### src/rtl/clkgen_pkg.sv
// Shared types and constants for the clock-enable / reset sequencer.
// Holds the sequencer FSM state encoding and the lock-loss counter width.
package clkgen_pkg;

   localparam int unsigned LOCK_CNT_W = 8;

   typedef enum logic [1:0] {
      StWaitLock = 2'd0,
      StStretch  = 2'd1,
      StSeq      = 2'd2,
      StRun      = 2'd3
   } clkgen_state_e;

endpackage

### src/rtl/clkgen_div_ch.sv
// One channel's clock-enable divider: divide-ratio capture, counter and registered pulse.
// The ratio tracks div_i while the channel is held in reset and freezes once it is released.
module clkgen_div_ch #(
   parameter int unsigned DIV_W = 8
) (
   input  logic             clk_i,
   input  logic             rst_ni,
   input  logic             run_i,
   input  logic             run_next_i,
   input  logic [DIV_W-1:0] div_i,
   output logic             clk_en_o
);

   logic [DIV_W-1:0] div_q, div_d;
   logic [DIV_W-1:0] cnt_q, cnt_d;
   logic             en_q, en_d;

   always_comb begin
      div_d = run_i ? div_q : div_i;
      cnt_d = '0;
      en_d  = 1'b0;
      // run_next_i gates the pulse so the enable drops on the same edge as the reset
      if (run_i && run_next_i) begin
         if (cnt_q == div_q) begin
            en_d = 1'b1;
         end else begin
            cnt_d = cnt_q + DIV_W'(1);
         end
      end
   end

   always_ff @(posedge clk_i or negedge rst_ni) begin
      if (!rst_ni) begin
         div_q <= '0;
         cnt_q <= '0;
         en_q  <= 1'b0;
      end else begin
         div_q <= div_d;
         cnt_q <= cnt_d;
         en_q  <= en_d;
      end
   end

   assign clk_en_o = en_q;

endmodule

### src/rtl/clkgen_rst_seq.sv
// PLL-lock qualified reset sequencer with staggered per-channel release and clock enables.
// Optional lock-loss monitor outputs are built only when CLKGEN_LOCK_MON_EN is defined.
module clkgen_rst_seq
   import clkgen_pkg::*;
#(
   parameter int unsigned N_CH        = 2,
   parameter int unsigned DIV_W       = 8,
   parameter int unsigned STRETCH_CYC = 16,
   parameter int unsigned SEQ_GAP     = 4,
   parameter int unsigned SYNC_STAGES = 2
) (
   input  logic                  IO_CLK,
   input  logic                  IO_RST_N,
   input  logic                  pll_locked_i,
   input  logic [N_CH*DIV_W-1:0] div_i,
   output logic                  rst_sys_n,
   output logic [N_CH-1:0]       rst_ch_n_o,
   output logic [N_CH-1:0]       clk_en_o,
   output logic                  lock_lost_o,
   output logic [LOCK_CNT_W-1:0] lock_loss_cnt_o
);

   localparam int unsigned StrW = (STRETCH_CYC > 1) ? $clog2(STRETCH_CYC) : 1;
   localparam int unsigned GapW = (SEQ_GAP > 1) ? $clog2(SEQ_GAP) : 1;
   localparam int unsigned ChW  = (N_CH > 1) ? $clog2(N_CH) : 1;

   localparam logic [StrW-1:0] StrLast = StrW'(STRETCH_CYC - 1);
   localparam logic [GapW-1:0] GapLast = GapW'(SEQ_GAP - 1);
   localparam logic [ChW-1:0]  ChLast  = ChW'(N_CH - 1);

   clkgen_state_e    state_q, state_d;
   logic [SYNC_STAGES-1:0] sync_q;
   logic             lock_s;
   logic [StrW-1:0]  str_q, str_d;
   logic [GapW-1:0]  gap_q, gap_d;
   logic [ChW-1:0]   idx_q, idx_d;
   logic             rst_sys_q, rst_sys_d;
   logic [N_CH-1:0]  rst_ch_q, rst_ch_d;

   always_ff @(posedge IO_CLK or negedge IO_RST_N) begin
      if (!IO_RST_N) begin
         sync_q <= '0;
      end else begin
         sync_q <= {sync_q[SYNC_STAGES-2:0], pll_locked_i};
      end
   end

   assign lock_s = sync_q[SYNC_STAGES-1];

   always_comb begin
      state_d   = state_q;
      str_d     = str_q;
      gap_d     = gap_q;
      idx_d     = idx_q;
      rst_sys_d = rst_sys_q;
      rst_ch_d  = rst_ch_q;

      unique case (state_q)
         StWaitLock: begin
            rst_sys_d = 1'b0;
            rst_ch_d  = '0;
            str_d     = '0;
            if (lock_s) begin
               state_d = StStretch;
            end
         end

         StStretch: begin
            if (!lock_s) begin
               state_d = StWaitLock;
               str_d   = '0;
            end else if (str_q == StrLast) begin
               state_d   = StSeq;
               rst_sys_d = 1'b1;
               gap_d     = '0;
               idx_d     = '0;
            end else begin
               str_d = str_q + StrW'(1);
            end
         end

         StSeq: begin
            // Lock loss takes priority over a release due on the same cycle
            if (!lock_s) begin
               state_d   = StWaitLock;
               rst_sys_d = 1'b0;
               rst_ch_d  = '0;
            end else if (gap_q == GapLast) begin
               gap_d = '0;
               for (int unsigned k = 0; k < N_CH; k++) begin
                  if (idx_q == ChW'(k)) begin
                     rst_ch_d[k] = 1'b1;
                  end
               end
               if (idx_q == ChLast) begin
                  state_d = StRun;
               end else begin
                  idx_d = idx_q + ChW'(1);
               end
            end else begin
               gap_d = gap_q + GapW'(1);
            end
         end

         StRun: begin
            if (!lock_s) begin
               state_d   = StWaitLock;
               rst_sys_d = 1'b0;
               rst_ch_d  = '0;
            end
         end

         default: begin
            state_d   = StWaitLock;
            rst_sys_d = 1'b0;
            rst_ch_d  = '0;
         end
      endcase
   end

   always_ff @(posedge IO_CLK or negedge IO_RST_N) begin
      if (!IO_RST_N) begin
         state_q   <= StWaitLock;
         str_q     <= '0;
         gap_q     <= '0;
         idx_q     <= '0;
         rst_sys_q <= 1'b0;
         rst_ch_q  <= '0;
      end else begin
         state_q   <= state_d;
         str_q     <= str_d;
         gap_q     <= gap_d;
         idx_q     <= idx_d;
         rst_sys_q <= rst_sys_d;
         rst_ch_q  <= rst_ch_d;
      end
   end

   assign rst_sys_n  = rst_sys_q;
   assign rst_ch_n_o = rst_ch_q;

   for (genvar k = 0; k < N_CH; k++) begin : g_ch
      clkgen_div_ch #(
         .DIV_W(DIV_W)
      ) u_div (
         .clk_i     (IO_CLK),
         .rst_ni    (IO_RST_N),
         .run_i     (rst_ch_q[k]),
         .run_next_i(rst_ch_d[k]),
         .div_i     (div_i[k*DIV_W +: DIV_W]),
         .clk_en_o  (clk_en_o[k])
      );
   end

`ifdef CLKGEN_LOCK_MON_EN
   logic                  loss_evt;
   logic                  lost_q;
   logic [LOCK_CNT_W-1:0] loss_cnt_q;

   assign loss_evt = !lock_s && ((state_q == StSeq) || (state_q == StRun));

   always_ff @(posedge IO_CLK or negedge IO_RST_N) begin
      if (!IO_RST_N) begin
         lost_q     <= 1'b0;
         loss_cnt_q <= '0;
      end else if (loss_evt) begin
         lost_q <= 1'b1;
         if (loss_cnt_q != '1) begin
            loss_cnt_q <= loss_cnt_q + LOCK_CNT_W'(1);
         end
      end
   end

   assign lock_lost_o     = lost_q;
   assign lock_loss_cnt_o = loss_cnt_q;
`else
   assign lock_lost_o     = 1'b0;
   assign lock_loss_cnt_o = '0;
`endif

endmodule

### config.mk
export PLATFORM = sky130hd
export DESIGN_NAME = clkgen_rst_seq
export DESIGN_NICKNAME = d
export VERILOG_FILES = /design/src/rtl/clkgen_pkg.sv /design/src/rtl/clkgen_div_ch.sv /design/src/rtl/clkgen_rst_seq.sv
export SDC_FILE = /design/constraint.sdc
export NUM_CORES = 1
export LEC_CHECK = 0
export BUFFER_PORTS_ARGS = -buffer_cell sky130_fd_sc_hd__buf_2
export CELL_PAD_IN_SITES_DETAIL_PLACEMENT = 2
export CELL_PAD_IN_SITES_GLOBAL_PLACEMENT = 2
export CORE_AREA = 2 2 83 85
export CTS_CLUSTER_SIZE = 24
export DETAILED_ROUTE_END_ITERATION = 10
export DIE_AREA = 0 0 85 87
export HOLD_SLACK_MARGIN = 0.12
export MAX_ROUTING_LAYER = met4
export PLACE_DENSITY_LB_ADDON = 0.1
export SYNTH_ARGS = -nofsm -noshare
export SYNTH_HDL_FRONTEND = slang
export SYNTH_SLANG_ARGS = --single-unit
### constraint.sdc
create_clock -name IO_CLK -period 1.5 [get_ports IO_CLK]
set_clock_uncertainty 0.05 [all_clocks]
set_input_delay 0.15 -clock IO_CLK [delete_from_list [all_inputs] [get_ports IO_CLK]]
set_output_delay 0.15 -clock IO_CLK [all_outputs]
set_load 0.02 [all_outputs]
==> metrics.txt, run 1 <==
Clk Latency, worst-skew pair=0.30 ns; Synth Area in Adders=2.17%; vias per cell=4.89; number of global-route vias before repair=1863; simple-gate portion of the synthesized area=11.5%; Compound-Gate Fraction of Synth Area=9.48%; Pwr per Cell Area=916 nW/um2; Synth area leaders=dfrtp_1, mux2_2, xor2_1; Die Ht=87 um; Post-route DRC=0; maximum root-to-sink buffer count=2; Pins Over Slew Limit=0; xor and xnor area share after synthesis=10.6%; largest family of logic cells by synthesized area=simple AND/OR/NAND/NOR gates; GRT Total Usage=15.9%; Routed Antenna Nets=0; full die area=7400 um2; cts bufs inserted=5; final setup fails=0; synth-to-layout area growth=21.5%; largest area contributor in the netlist=dfrtp_1; H-tree depth=2; Clock transition at path regs=0.09 ns; worst hold path type=input port to async pin; Distinct cells, synth=32; setup bufs post-CTS=0; vias post-DR=1629; # Max-Cap Violations=0; wire per inst=15.6 um; CP Capture Type=flop; peak supply drop=0.447 mV; grt ovf=0; final-stage net count=275; CTS tree=built; top_reg_cell synth=dfrtp_1; Mapped Cells=209; Final HPWL DP=3750 um; Detailed Routing Iterations Pass 1=3; Synth Register Bits=48; global-route wire length before repair=9030 um; CTS Sinks=48; multiplexer share of the synthesized area=7.80%; Final GP Congestion=0.748; syn avg cell area=11.1 um2; PortBufs=23; Worst Path Class, Setup=flop to flop; layout cells sized above 1=25.3%; crit path max fanout=8; dpl ws=-0.0888 ns; # diodes=0; number of synthesized flops with an enable pin=0; Sum Neg Setup Slack=0 ns; final worst setup slack=0.108 ns; clock root buffer=clkbuf_8; Fmax=0.718 GHz; Initial Utilization=35.2%; Synth top cells by count=dfrtp_1, nor2_1, xor2_1, mux2_2, buf_4; unrepaired setup endpoints after global routing=false; leak pwr=1.25 nW; Core Rows=30; Worst EP arrival=1.53 ns; Post-Syn Area=2310 um2; synth warn=0; die width=85 um; Core ar.=6570 um2; Period Utilization, post-route=92.8%; Iter 0 DRT Violations=40; post-route minimum period=1.39 ns; largest net degree at the start of global routing=49; ys async rst share=100%; I/O pin count=33; endpoints failing hold=0; Post-Route WL=5210 um; status=completed; CP Launch Type=flop; most numerous cell in the Yosys netlist=dfrtp_1; initial antenna violation count=0; Yosys top cell area share=52.0%; final core occ=42.7%; CP Data Required Time=1.64 ns; share of the yosys chip area belonging to registers=52.0%
timing repair:
item                       in CTS  in global routing
setup endpoints to repair       5                 12
pin swaps                       0                  3
hold endpoints to repair       65                  0
gates cloned                    0                  0
resized for setup               2                  3
hold buffers                   18                  0
layout by cell type (no fill, tap or decap), types with 2 or more instances in the layout:
cell type      count
dfrtp_1           47
nor2_1            24
buf_2             23
xor2_1            18
dlygate4sd3_1     18
mux2_2            16
nand3_1           11
xnor2_1           10
a21oi_1           10
conb_1             9
nand2_1            8
o21ai_0            8
clkbuf_8           7
inv_1              5
buf_4              5
and3_1             4
nand4_1            3
ha_1               3
o21ai_2            2
o31ai_1            2
nor3_1             2
logic make-up after synthesis:
family                   Yosys count
AO/OA/AOI/OAI                     31
XOR/XNOR                          28
adder cells (fa/ha/maj)            4
buffers and inverters             24
flip-flops                        48
multiplexers                      16
other                              1
AND/OR/NAND/NOR                   57
routing by layer:
metal	global-route usage, %	wire (um)	vias up
met3	3.32	157	7
met1	19.3	2300	833
met5	-	0	-
met4	3.90	57	0
li1	-	-	770
met2	27.1	2700	19
power breakdown:
group          switching (W)  internal [W]  total [W]
clock               0.000435      0.000589    0.00102
combinational       0.000102     0.0000993   0.000201
sequential         0.0000212       0.00132    0.00134
total               0.000558       0.00201    0.00257
worst max-delay path: stages, from the launching register on:
cell	delay, ns
dfrtp_1	0.44
xnor2_1	0.21
nand4_1	0.22
o21bai_4	0.28
nor2_1	0.08
path summary, 6_finish.rpt:
kind                       slack, ns  cells past startpoint                             start                          endpoint
min in group IO_CLK             0.31                      0               sync_q[0]$_DFF_PN0_               sync_q[1]$_DFF_PN0_
hold / removal                  0.31                      3                          IO_RST_N  g_ch[1].u_div.cnt_q[5]$_DFF_PN0_
setup / recovery                0.11                      4  g_ch[0].u_div.cnt_q[3]$_DFF_PN0_  g_ch[0].u_div.cnt_q[4]$_DFF_PN0_
max in group asynchronous       0.86                      3                          IO_RST_N           rst_ch_n_o[0]$_DFF_PN0_
setup reg to reg                0.11                      4  g_ch[0].u_div.cnt_q[3]$_DFF_PN0_  g_ch[0].u_div.cnt_q[4]$_DFF_PN0_
hold reg to reg                 0.31                      0               sync_q[0]$_DFF_PN0_               sync_q[1]$_DFF_PN0_
area by class of cell:
cell class	count	area, um2
multi-input combinational	145	1000
sequential	48	1200
fill	701	3760
inverter	5	18.8
tap	80	100
clock inverter	1	30.0
timing repair buffer	47	353
clock buffer	7	96.3
flip-flops by register name, summed over array words and instances, names as in the netlist:
signal,flops
gap_q,2
rst_sys_n,1
g_ch.u_div.div_q,16
idx_q,1
rst_ch_n_o,2
g_ch.u_div.clk_en_o,2
sync_q,2
g_ch.u_div.cnt_q,16
state_q,2
str_q,4
stage by stage:
stage,instance area [um2],power (W),std cells,hold WS [ns]
2_1_floorplan,2340,0.00147,217,-0.196
3_3_place_gp,2490,0.00152,307,0.106
3_5_place_dp,2490,0.00154,307,0.110
4_1_cts,2800,0.00261,333,0.308
5_1_grt,2810,0.00268,333,0.329
6_report,2810,0.00257,333,0.305
Power figures use the tool's default switching activity.
==> run 2, diff against run 1 <==
==> config.mk (replaced) <==
export PLATFORM = sky130hd
export DESIGN_NAME = clkgen_rst_seq
export DESIGN_NICKNAME = d
export VERILOG_FILES = /design/src/rtl/clkgen_pkg.sv /design/src/rtl/clkgen_div_ch.sv /design/src/rtl/clkgen_rst_seq.sv
export SDC_FILE = /design/constraint.sdc
export NUM_CORES = 1
export LEC_CHECK = 0
export BUFFER_PORTS_ARGS = -buffer_cell sky130_fd_sc_hd__buf_2
export CORE_AREA = 2 2 68 70
export CTS_CLUSTER_SIZE = 24
export DETAILED_ROUTE_END_ITERATION = 10
export DIE_AREA = 0 0 70 72
export HOLD_SLACK_MARGIN = 0.12
export MAX_ROUTING_LAYER = met4
export PLACE_DENSITY = 0.76
export SYNTH_ARGS = -nofsm -noshare
export SYNTH_HDL_FRONTEND = slang
export SYNTH_SLANG_ARGS = --single-unit
==> run 2 against run 1 <==
  * Sequential share of layout area up 1.0 points
  * Critical endpoint is now rst_ch_n_o[1]
  * Cell count down 8.7%
  * Via count down 4.3%
  * Largest power group unchanged
  * Largest cell class unchanged
  * Flip-flop and latch count unchanged
  * Highest routed layer unchanged
  * Routed wire length down 20%
  * Critical path depth down 2
==> metrics.txt, run 2 (synthesis results as in run 1) <==
Pwr per Cell Area=898 nW/um2; die width=70 um; vias post-DR=1559; leak pwr=1.24 nW; Critical-path top delay cell=dfrtp_1; Clock Power Share=37.7%; Iter 0 DRT Violations=74; Core Rows=24; Post-route DRC=0; CP Capture Type=primary output; final core occ=64.3%; WHS=0.293 ns; crit path max fanout=6; post-route minimum period=1.38 ns; Core ar.=4260 um2; GRT Total Usage=18.4%; area of the multi-input gates=998 um2; CTS tree=built; Critical path buffers and inverters=2; Final GP Congestion=0.792; Initial Utilization=54.2%; internal power=0.00191 W; endpoints failing hold=0; grt ovf=0; storage element area=1200 um2; worst r2r path cells=4; vias per cell=5.13; H-tree depth=2; Post-Route WL=4140 um; clock root buffer=clkbuf_8; Clk Latency, worst-skew pair=0.31 ns; # diodes=0; synth-to-layout area growth=18.7%; I/O pin count=33; wire per inst=13.6 um; Period Utilization, post-route=92.2%; Routed Antenna Nets=0; initial antenna violation count=0; layout cells sized above 1=24.2%; delay-heaviest family, CP=flip-flops; combinational group share of total power=7.7%; Clock transition at path regs=0.09 ns; Detailed Routing Iterations Pass 1=4; Critical Path, Cell by Cell=buf_4, buf_2; status=completed; Sw Share=22.3%; Psw=0.000550 W; cts bufs inserted=5; maximum root-to-sink buffer count=2; Final HPWL DP=2670 um; Critical Path Stages=2; full die area=5040 um2; peak supply drop=0.449 mV; CP Data Required Time=1.30 ns; PortBufs=23; final setup fails=0; global-route wire length before repair=7100 um; Worst EP arrival=1.18 ns; Worst Path Class, Setup=flop to primary output; CP Launch Type=flop; number of global-route vias before repair=1586; Die Ht=72 um; largest net degree at the start of global routing=49; worst hold path type=input port to async pin; Max stage delay on crit path=0.51 ns; final-stage net count=274; sequential power share=54.6%; Fmax=0.723 GHz; CTS Sinks=48; biggest regs=g_ch.u_div.cnt_q: 16 flops, g_ch.u_div.div_q: 16 flops, str_q: 4 flops; most common cell after layout, fill and taps aside=dfrtp_1; # fillers=341; # Max-Cap Violations=0; most frequent cells in the layout=dfrtp_1, nor2_1, buf_2; Pins Over Slew Limit=0
## run 2: final cells by class
type | instances | share of cell area, %
Sequential cell | 48 | 43.9
Multi-Input combinational cell | 145 | 36.4
Timing Repair Buffer | 46 | 12.6
Clock buffer | 5 | 2.51
Tap cell | 52 | 2.37
Clock inverter | 3 | 1.55
Inverter | 5 | 0.685
## run 2: path summary, 6_finish.rpt
| path | start | endpoint | slack (ns) |
|---|---|---|---|
| hold reg to reg | sync_q[0]$_DFF_PN0_ | sync_q[1]$_DFF_PN0_ | 0.31 |
| setup / recovery | rst_ch_n_o[1]$_DFF_PN0_ | rst_ch_n_o[1] | 0.12 |
| hold / removal | IO_RST_N | g_ch[1].u_div.div_q[4]$_DFFE_PN0N_ | 0.29 |
| setup reg to reg | g_ch[0].u_div.cnt_q[2]$_DFF_PN0_ | g_ch[0].u_div.cnt_q[7]$_DFF_PN0_ | 0.12 |
| max in group asynchronous | IO_RST_N | g_ch[0].u_div.cnt_q[3]$_DFF_PN0_ | 0.87 |
| min in group IO_CLK | sync_q[0]$_DFF_PN0_ | sync_q[1]$_DFF_PN0_ | 0.31 |
## run 2: what timing repair did
action | in CTS | in global routing
hold endpoints to repair | 65 | 0
setup endpoints to repair | 0 | 7
gates resized for setup | 0 | 4
hold buffers | 18 | 0
buffers inserted | 0 | 0
## run 2: metal layers
layer	up-vias	global-route usage [%]	part of all wire, %
met1	752	22.2	45
li1	778	-	-
met4	0	5.98	1.5
met5	-	-	0
met2	22	30.9	50
met3	7	4.44	3.3
## run 2: through the flow
step / total power, W / instance area, um2 / setup WS [ns] / instances / TNS (ns)
after floorplan: 0.00147 / 2340 / 0.120 / 217 / 0
after global placement: 0.00152 / 2440 / 0.106 / 278 / 0
after detailed placement: 0.00152 / 2440 / 0.0450 / 278 / 0
after CTS: 0.00249 / 2740 / 0.0289 / 304 / 0
after global routing: 0.00256 / 2740 / -0.00181 / 304 / -0.00181
final: 0.00246 / 2740 / 0.117 / 304 / 0
## run 2: worst register-to-register path, cell delays in order (launching register included)
cell and delay, ns:
dfrtp_1 0.45, xnor2_1 0.19, nand4_1 0.20, o21bai_4 0.28, nor2_1 0.09
## run 2: power groups by stage
stage	Clock, W	Sequential [W]	Combinational (W)
4_1_cts	0.000950	0.00135	0.000191
3_5_place_dp	0	0.00137	0.000154
6_report	0.000927	0.00135	0.000190
3_3_place_gp	0	0.00137	0.000150
5_1_grt	0.00100	0.00135	0.000212
2_1_floorplan	0	0.00136	0.000106
==> run 3, diff against run 2 <==
--- a/config.mk
+++ b/config.mk
@@ -13,6 +13,7 @@
 export HOLD_SLACK_MARGIN = 0.12
 export MAX_ROUTING_LAYER = met4
 export PLACE_DENSITY = 0.76
+export SETUP_SLACK_MARGIN = 0.3
 export SYNTH_ARGS = -nofsm -noshare
 export SYNTH_HDL_FRONTEND = slang
 export SYNTH_SLANG_ARGS = --single-unit
==> run 3 against run 2 <==
  * First-iteration DRC count increased by 22%
  * Flip-flop and latch count is the same
  * Count of clock-buffer cells in the layout up 1
  * Critical path depth up 2
  * Sequential power hardly changed
  * Sequential share of layout area fell by 4.8 points
  * Die area stayed put
  * Cell count increased by 9.5%
  * Core utilization up 8.7 points
  * Combinational power grew 15%
  * Global-route usage increased by 1.2 points
==> metrics.txt, run 3 (synthesis results as in run 1) <==
status=completed; Critical path buffers and inverters=0; placed cell area=2460 um2; Fmax=0.702 GHz; Pwr Total=0.00235 W; Final HPWL DP=2620 um; number of global-route vias before repair=1714; Die Ht=72 um; Detailed Routing Iterations Pass 1=4; peak supply drop=0.448 mV; leak pwr=1.40 nW; Initial Utilization=54.2%; PortBufs=23; Pins Over Slew Limit=0; global-route wire length before repair=7650 um; initial antenna violation count=0; CP Data Required Time=1.63 ns; crit path max fanout=8; vias post-DR=1745; Post-Route WL=5020 um; CP Capture Type=flop; vias per cell=5.24; CTS Sinks=48; clock root buffer=clkbuf_8; most frequent cells in the layout=dfrtp_1, buf_4, buf_2; worst r2r path cells=4; layout cells sized above 1=44.5%; post-route minimum period=1.42 ns; Iter 0 DRT Violations=90; I/O pin count=33; final setup fails=0; synth-to-layout area growth=34.7%; endpoints failing hold=0; grt ovf=0; Critical-path top delay cell=dfrtp_1; worst hold path type=input port to async pin; # Max-Cap Violations=0; Sum Neg Setup Slack=0 ns; CTS tree=built; design area=3110 um2; # diodes=0; most common cell after layout, fill and taps aside=dfrtp_1; Core Rows=24; H-tree depth=2; delay-heaviest family, CP=flip-flops; full die area=5040 um2; maximum root-to-sink buffer count=2; final-stage net count=303; die width=70 um; Final GP Congestion=0.765; r2r startpoint=g_ch[0].u_div.cnt_q[3]$_DFF_PN0_; Critical Path, Cell by Cell=xnor2_1, nand4_1, o21bai_4, nor2_1; Max stage delay on crit path=0.39 ns; Clock transition at path regs=0.09 ns; Pwr per Cell Area=754 nW/um2; cts bufs inserted=5; Worst Path Class, Setup=flop to flop; Period Utilization, post-route=95.0%; Worst EP arrival=1.55 ns; wire per inst=15.1 um; biggest regs=g_ch.u_div.cnt_q: 16 flops, g_ch.u_div.div_q: 16 flops, str_q: 4 flops; Clk Latency, worst-skew pair=0.30 ns; unrepaired setup endpoints after global routing=true; Core ar.=4260 um2; GRT Total Usage=19.7%; # fillers=289; largest net degree at the start of global routing=49; Routed Antenna Nets=0; R2R Setup Slk=0.08 ns; CP Launch Type=flop; Worst R2R End=g_ch[0].u_div.cnt_q[3]$_DFF_PN0_; Post-route DRC=0
==> run 3: power by group <==
group	leakage, nW	switching [W]	internal (W)
clock network	0.0510	0.000411	0.000368
registers	0.609	0.0000265	0.00132
logic	0.742	0.000105	0.000114
==> run 3: metal layers <==
layer	part of all wire (%)	global-route usage, %	vias up	wire length, um
li1	-	-	832	-
met1	42	23.5	870	2090
met2	54	34.4	35	2700
met3	3.3	4.31	8	166
met4	1.2	4.70	0	60
met5	0	-	-	0
==> run 3: stage by stage <==
step,cells,setup WS (ns),hold slack (ns),utilization [%]
2_1_floorplan,217,0.230,-0.196,-
3_3_place_gp,278,0.186,0.102,57.6
3_5_place_dp,278,0.150,0.105,57.6
4_1_cts,322,0.180,0.311,68.3
5_1_grt,333,0.00799,0.333,73.0
6_report,333,0.0755,0.305,73.0
==> run 3: final cells by class <==
type | count | area, um2 | share of cell area, %
clock buffers | 6 | 82.6 | 2.65
inverters | 5 | 18.8 | 0.603
multi-input cells | 145 | 1130 | 36.4
repair buffers | 75 | 588 | 18.9
flip-flops and latches | 48 | 1210 | 39.0
clock inverters | 2 | 10.0 | 0.322
well taps | 52 | 65.1 | 2.09
==> run 3: worst max path at each step <==
stage                                        to                              from  cells past startpoint
6_report       g_ch[0].u_div.cnt_q[3]$_DFF_PN0_  g_ch[0].u_div.cnt_q[3]$_DFF_PN0_                      4
3_5_place_dp   g_ch[0].u_div.cnt_q[7]$_DFF_PN0_  g_ch[0].u_div.cnt_q[3]$_DFF_PN0_                      4
2_1_floorplan              str_q[0]$_DFFE_PN0P_              str_q[0]$_DFFE_PN0P_                      6
3_3_place_gp   g_ch[0].u_div.cnt_q[0]$_DFF_PN0_  g_ch[0].u_div.cnt_q[2]$_DFF_PN0_                      4
5_1_grt        g_ch[0].u_div.cnt_q[7]$_DFF_PN0_  g_ch[0].u_div.cnt_q[3]$_DFF_PN0_                      4
4_1_cts        g_ch[0].u_div.cnt_q[7]$_DFF_PN0_  g_ch[0].u_div.cnt_q[6]$_DFF_PN0_                      4
==> run 3: worst register-to-register path, stage by stage (launching register included) <==
cell	delay (ns)
dfrtp_1	0.39
xnor2_1	0.19
nand4_1	0.27
o21bai_4	0.33
nor2_1	0.08
==> run 3: timing repair <==
action,in CTS,in global routing
hold buffers,18,0
buffers inserted,18,11
endpoints found under the hold margin,65,0
resized for setup,17,30
endpoints found under the setup margin,30,31
pin swaps,12,11
